`src/rtl/cmp_arbiter.sv`:
```
// cmp_arbiter: two requesters share one WIDTH-bit equality comparator.
// A round-robin arbiter picks one request at a time. The pair is latched and
// compared in BUSY, and the result is held in RESP until the owner takes it.
// Optional feature macro: CMP_ARBITER_STAT_EN adds two 16-bit saturating
// per-requester grant counters (grant0_cnt, grant1_cnt).
//
// Handshake semantics, for both request and response channels: a transfer
// happens on a rising clk edge where valid and ready are both 1. A requester
// may drop valid before ready and is then not captured. A response stays
// valid, with resp_eq unchanged, until its owner's ready is seen; there is
// no timeout.
module cmp_arbiter #(
    parameter int WIDTH = 32
) (
    input  logic             clk,
    input  logic             reset,
    // requester 0 (branch unit)
    input  logic             req0_valid,
    input  logic [WIDTH-1:0] req0_a,
    input  logic [WIDTH-1:0] req0_b,
    output logic             req0_ready,
    // requester 1 (trap unit)
    input  logic             req1_valid,
    input  logic [WIDTH-1:0] req1_a,
    input  logic [WIDTH-1:0] req1_b,
    output logic             req1_ready,
    // shared response channel, qualified per owner
    output logic             resp0_valid,
    output logic             resp1_valid,
    output logic             resp_eq,
    input  logic             resp0_ready,
    input  logic             resp1_ready,
`ifdef CMP_ARBITER_STAT_EN
    output logic [15:0]      grant0_cnt,
    output logic [15:0]      grant1_cnt,
`endif
    // FSM state for observation: 0 = IDLE, 1 = BUSY, 2 = RESP
    output logic [1:0]       dbg_state
);

    typedef enum logic [1:0] {
        ST_IDLE = 2'd0,
        ST_BUSY = 2'd1,
        ST_RESP = 2'd2
    } state_t;

    state_t           state;
    state_t           state_nxt;

    logic [WIDTH-1:0] a_q;
    logic [WIDTH-1:0] b_q;
    logic             owner_q;   // requester that owns the current operation
    logic             rr_last;   // requester granted most recently
    logic             any_valid;
    logic             sel_owner; // requester that would win a grant this cycle
    logic [WIDTH-1:0] sel_a;
    logic [WIDTH-1:0] sel_b;
    logic             hs;        // a request handshake happens this cycle
    logic             owner_ack; // the owner consumes its response this cycle
    logic             cmp_eq;

    assign dbg_state = state;

    // Pick a requester: a lone requester wins; on contention the one not
    // granted most recently wins.
    always_comb begin
        any_valid = req0_valid | req1_valid;
        sel_owner = 1'b0;
        if (req0_valid && req1_valid) begin
            sel_owner = ~rr_last;
        end else if (req1_valid) begin
            sel_owner = 1'b1;
        end
        sel_a = sel_owner ? req1_a : req0_a;
        sel_b = sel_owner ? req1_b : req0_b;
    end

    // The single shared comparator, fed only by the latched operands so that
    // operand changes after the handshake cannot reach the result.
    assign cmp_eq = (a_q == b_q);

    // Next-state and handshake outputs; readies are held low during reset.
    always_comb begin
        state_nxt   = state;
        req0_ready  = 1'b0;
        req1_ready  = 1'b0;
        resp0_valid = 1'b0;
        resp1_valid = 1'b0;
        hs          = 1'b0;
        owner_ack   = 1'b0;
        case (state)
            ST_IDLE: begin
                if (reset && any_valid) begin
                    req0_ready = ~sel_owner;
                    req1_ready = sel_owner;
                    hs         = 1'b1;
                    state_nxt  = ST_BUSY;
                end
            end
            ST_BUSY: begin
                state_nxt = ST_RESP;
            end
            ST_RESP: begin
                resp0_valid = ~owner_q;
                resp1_valid = owner_q;
                owner_ack   = owner_q ? resp1_ready : resp0_ready;
                if (owner_ack) begin
                    state_nxt = ST_IDLE;
                end
            end
            default: begin
                state_nxt = ST_IDLE;
            end
        endcase
    end

    // State, operand latch, owner, round-robin pointer and registered result.
    always_ff @(posedge clk) begin
        if (!reset) begin
            state   <= ST_IDLE;
            a_q     <= '0;
            b_q     <= '0;
            owner_q <= 1'b0;
            rr_last <= 1'b1;   // requester 0 wins the first contention
            resp_eq <= 1'b0;
        end else begin
            state <= state_nxt;
            if (hs) begin
                a_q     <= sel_a;
                b_q     <= sel_b;
                owner_q <= sel_owner;
                rr_last <= sel_owner;
            end
            if (state == ST_BUSY) begin
                resp_eq <= cmp_eq;
            end
        end
    end

`ifdef CMP_ARBITER_STAT_EN
    localparam logic [15:0] CNT_MAX = 16'hFFFF;

    // Per-requester grant counters, saturating at all-ones.
    always_ff @(posedge clk) begin
        if (!reset) begin
            grant0_cnt <= '0;
            grant1_cnt <= '0;
        end else begin
            if (req0_valid && req0_ready && grant0_cnt != CNT_MAX) begin
                grant0_cnt <= grant0_cnt + 16'd1;
            end
            if (req1_valid && req1_ready && grant1_cnt != CNT_MAX) begin
                grant1_cnt <= grant1_cnt + 16'd1;
            end
        end
    end
`endif

endmodule

```
`config.mk`:
```
export PLATFORM = sky130hd
export DESIGN_NAME = cmp_arbiter
export DESIGN_NICKNAME = d
export VERILOG_FILES = /design/src/rtl/cmp_arbiter.sv
export SDC_FILE = /design/constraint.sdc
export NUM_CORES = 1
export LEC_CHECK = 0
export CAP_MARGIN = 20
export CORE_ASPECT_RATIO = 1.25
export CORE_MARGIN = 2
export CORE_UTILIZATION = 40
export CTS_CLUSTER_SIZE = 28
export DETAILED_ROUTE_END_ITERATION = 8
export PLACE_DENSITY = 0.75
export SYNTH_ARGS = -nofsm -noshare
export SYNTH_HDL_FRONTEND = slang
export SYNTH_SLANG_ARGS = --single-unit
```
`constraint.sdc`:
```
create_clock -name clk -period 1.98 [get_ports clk]
set_input_delay 0.594 -clock clk [delete_from_list [all_inputs] [get_ports clk]]
set_output_delay 0.594 -clock clk [all_outputs]
set_load 0.05 [all_outputs]
```
# Word-level counts from Yosys, hierarchy flattened
# Index checks and enable logic that the tools add are counted.
[word_totals]
reg_bits = 69
elab_cells = 35
[classes]
eq_ne = 5
mux = 16
bitwise_logic = 4
reduce_logical = 4
[ops]
columns = ["cell", "count"]
rows = [
  ["32-bit two-way mux", 2],
  ["32-bit equality test", 1],
  ["1-bit two-way mux", 11],
  ["2-bit case mux with 3 select lines", 1],
  ["2-bit two-way mux", 2],
  ["2-bit != test (second input constant)", 2],
  ["1-bit NOT", 3],
  ["2-bit by 1-bit equality test with 1-bit output (second input constant)", 1],
  ["2-bit equality test (second input constant)", 1],
  ["1-bit logical AND", 2],
  ["2-bit logical NOT", 1],
  ["2-bit AND reduction", 1],
  ["1-bit bitwise OR", 1],
]

# Depth between registers and ports, before layout
# Gate-level depths: netlist of the first run.
[depth]
depth_word = 5
mapped_depth = 7
mapped_depth_nobuf = 6

# Worst setup path before layout of the first run
# OpenSTA, ideal clock, no wires.
[synth_path]
path_kind = "register to output"
startpoint = "reg state[1], in the netlist dbg_state[1]"
endpoint = "out resp0_valid"
arrival_time_ns = 1.892
t_required_ns = 1.386
path_slack_ns = -0.506
stages_incl_launch_ff = 2
n_path_buf = 0
path_cell_list = "dfxtp_1 nor3b_1"
[synth_between]
elab_chain_len = 2
[synth_lines]
columns = ["item", "line", "source"]
rows = [
  ["start: declaration", "47", "state_t state;"],
  ["start signal: assignment", "127", "state <= state_nxt;"],
  ["2-bit equality test", "91", "case (state)"],
  ["1-bit two-way mux", "91", ""],
  ["end: declaration", "28", "output logic resp0_valid,"],
]
# Every way passes these cells.

# Worst setup path after layout of the first run
[layout_path]
startpoint = "in req0_valid"
endpoint = "out req0_ready"
[layout_between]
elab_chain_len = 5
elab_cells_between_ends = 7
[layout_lines]
columns = ["item", "line", "source"]
rows = [
  ["start: declaration", "18", "input logic req0_valid,"],
  ["1-bit logical AND", "69", "if (req0_valid && req1_valid) begin"],
  ["1-bit two-way mux", "69", ""],
  ["1-bit NOT", "94", "req0_ready = ~sel_owner;"],
  ["1-bit two-way mux (*)", "93", "if (reset && any_valid) begin"],
  ["1-bit two-way mux (*)", "91", ""],
  ["end: declaration", "21", "output logic req0_ready,"],
]
# Every way passes the cells marked *; elsewhere a longest branch is shown, timed or not.

==> key figures, run 1 <==
Status
  • Outcome: completed

Finish
  • Register area: 0.00139 mm2
  • Fillers: 731
  • Leading cell type in the layout, fill and taps excluded: clkdlybuf4s50_1
  • Commonest cells after routing, fill and taps aside: clkdlybuf4s50_1, dfxtp_1, nand2_1
  • Share of layout cells above drive strength 1: 11.5%
  • Layout net count: 626
  • Multi-input gate area: 0.00205 mm2
  • P&R area growth vs syn: 52.3%
  • ANT cells: 0

Floorplanning
  • Die X: 88.1 um
  • Top-level port count: 141
  • FP Rows: 38
  • Die footprint: 0.00961 mm2
  • Core Area: 0.00865 mm2
  • Die height: 109 um
  • Starting Density: 40.8%

Detailed routing
  • WL final: 8560 um
  • Metal-1 WL: 3350 um
  • Met2 wire length: 4530 um
  • Routed wl met3: 429 um
  • DR WL/cell: 13.9 um
  • Top Metal Used: met4
  • ANT nets after route: 0
  • Routed vias/inst: 5.02
  • 1st-iter DRT viols: 117
  • Iteration count of the initial detailed-routing pass: 4
  • # DRC: 0
  • Via count: 3088

STA
  • Worst Slack Setup Final: 1.64 ps
  • Period minus WS final: 1980 ps
  • Pins Over Slew Limit: 0
  • RSZ-0062 raised after global routing: true
  • Hold Violations, Final: 0
  • Slew margin rel.: 56.1%
  • Worst-Margin Slew: 659 ps
  • Fmax: 0.505 GHz
  • Clock Skews: 5.75 ps
  • Final count of negative-setup-slack endpoints: 0
  • TNS Setup: 0 ps
  • Final period utilization: 99.9%

Critical path
  • CP max FO: 3
  • CP max-delay cell: o211ai_1
  • Slowest stage delay, CP: 300 ps
  • WS Path Type: input pin to output port
  • Endpoint class of the critical path: output port
  • Required time of the critical path: 1390 ps
  • CP Cell Sequence: buf_2, o211ai_1, buf_4, nor2_4, buf_12
  • Critical Path Stages: 5
  • Worst Path Buf+Inv: 3
  • CP Launch Type: input pin
  • Worst r2r path cells: 5
  • Worst Path Arrival: 1380 ps
  • Cell family with most CP delay: buffers and inverters

Clock network
  • CTS tree: done
  • CTS Sinks: 69
  • Worst-path clk slew: 60 ps
  • Root buffer cell: clkbuf_8
  • Clock Latency Late Sink: 330 ps
  • Hold buffer count at cts: 0
  • Max Root-Sink Buffers: 2
  • H-tree depth: 3
  • CTS Buf Count: 9

Hold path
  • Hold crit path type: flip-flop to flip-flop
  • Hold depth: 2

Logic synthesis
  • Mapped Cells: 351
  • Count of cell types in the netlist: 28
  • Synth top area share: 39.1%
  • Syn Nets: 485
  • Sequential fraction of the synthesis area: 39.1%
  • Largest cells by area after synthesis: dfxtp_1, mux2i_1, o211a_1
  • Synth Register Bits: 69
  • Area leader, netlist: dfxtp_1
  • Mapped cell area: 0.00353 mm2
  • Syn avg cell area: 10.1 um2
  • Syn. warnings: 0

Power
  • Share of total power in combinational logic: 26.7%
  • Int Pwr: 0.00268 W
  • Highest ir drop seen on vdd: 394 uV
  • Leak pwr: 2.74 nW
  • Clock power frac: 29.0%
  • Switching Share: 26.6%
  • Psw: 0.000973 W
  • Seq pwr share: 44.3%
  • Power density over the cells: 678 mW/mm2

Run
  • Max cap viols: 0

Placement
  • HPWL Detailed: 6500 um
  • Placer Congestion: 0.756
  • Dpl ws: -397 ps
  • Count of buffers from port buffering: 140

Global routing
  • Largest net degree at the start of global routing: 111
  • First-pass GRT wire length: 13600 um
  • Initial antenna violation count: 0
  • Number of global-route vias before repair: 3065
  • Total track usage: 18.2%
  • Grt ovf: 0
## synth_stat cells
cell type  number
nor2_1          2
buf_2           6
nor2b_1         2
mux2i_1        64
clkbuf_1       16
a21oi_1         2
nand2_1        66
and3b_1         1
a21boi_1        1
or4_1           1
nor4_1          2
o22ai_2         1
inv_2           1
nor4_2          3
nand3_1         1
buf_4           4
mux2_2          1
dfxtp_1        69
o211ai_1        1
nand4_1         3
and2_1          1
nor3b_1         2
o21a_1          1
o211a_1        64
xor2_1         20
nand4_4         1
xnor2_1        12
buf_1           3
## per-stage QoR
step / total power (W) / hold WS (ps) / util, % / instance area [um2] / std cells
after global placement: 0.00260 / 468 / 59.7 / 5170 / 598
after CTS: 0.00370 / 486 / 62.2 / 5380 / 616
after global routing: 0.00386 / 516 / 62.2 / 5380 / 615
after floorplan: 0.00218 / 438 / - / 3550 / 351
after detailed placement: 0.00263 / 478 / 59.7 / 5170 / 598
final: 0.00365 / 484 / 62.2 / 5380 / 615
## timing repair
item	4_1_cts	5_1_grt
pin swaps	3	2
endpoints found under the hold margin	0	0
buffers inserted	4	1
resized for setup	13	2
setup endpoints to repair	5	2
## cell families after synthesis
| logic type | Yosys count | synth area share (%) |
|---|---|---|
| AOI/OAI and AO/OA | 70 | 19.4 |
| and+or+nand+nor | 85 | 11.3 |
| DFF | 69 | 39.1 |
| buffers and inverters | 30 | 3.82 |
| muxes | 65 | 18.4 |
| xor gates and xnor gates | 32 | 7.93 |
## flip-flops by register name, summed over array words and instances, names as in the netlist
signal	flops
a_q	32
b_q	32
dbg_state	2
owner_q	1
resp_eq	1
rr_last	1
## cell type report
class / instances / share of cell area [%]
Sequential cell: 69 / 25.7
Multi-Input combinational cell: 252 / 38.1
Timing Repair Buffer: 159 / 29.8
Clock buffer: 13 / 3.32
Clock inverter: 1 / 0.0930
Tap cell: 120 / 2.79
Inverter: 1 / 0.116
## power groups by stage
| stage | clock network, W | registers [W] | logic (W) |
|---|---|---|---|
| 2_1_floorplan | 0 | 0.00164 | 0.000539 |
| 3_3_place_gp | 0 | 0.00164 | 0.000961 |
| 3_5_place_dp | 0 | 0.00165 | 0.000978 |
| 4_1_cts | 0.00109 | 0.00162 | 0.000992 |
| 5_1_grt | 0.00116 | 0.00163 | 0.00106 |
| 6_report | 0.00106 | 0.00162 | 0.000977 |
## worst register-to-register path: cells and delay by family (launching register included)
kind | cells | cell delay, ps
flip-flops | 1 | 320
AND/OR/NAND/NOR | 3 | 1050
XOR/XNOR | 1 | 180
AO/OA/AOI/OAI | 1 | 100
## layer usage
metal / global-route usage (%) / vias to the layer above
met3: 4.92 / 17
met4: 8.01 / 0
met1: 20.1 / 1440
li1: - / 1540
met2: 32.3 / 91
met5: 0 / -
## final timing paths
check	start	endpoint	slack [ps]
worst max register to register	a_q[18]	resp_eq	260
worst min register to register	resp_eq	resp_eq	480
worst max-delay path	req0_valid	req0_ready	2
worst min-delay path	resp_eq	resp_eq	480
(Power assumes the default switching activity.)
==> run 2: changes to the inputs <==
--- a/config.mk
+++ b/config.mk
@@ -9,7 +9,6 @@
 export CORE_ASPECT_RATIO = 1.25
 export CORE_MARGIN = 2
 export CORE_UTILIZATION = 40
-export CTS_CLUSTER_SIZE = 28
 export DETAILED_ROUTE_END_ITERATION = 8
 export PLACE_DENSITY = 0.75
 export SYNTH_ARGS = -nofsm -noshare
==> results of run 2 <==
The final DEF is identical to that of run 1; final timing and power are the same.
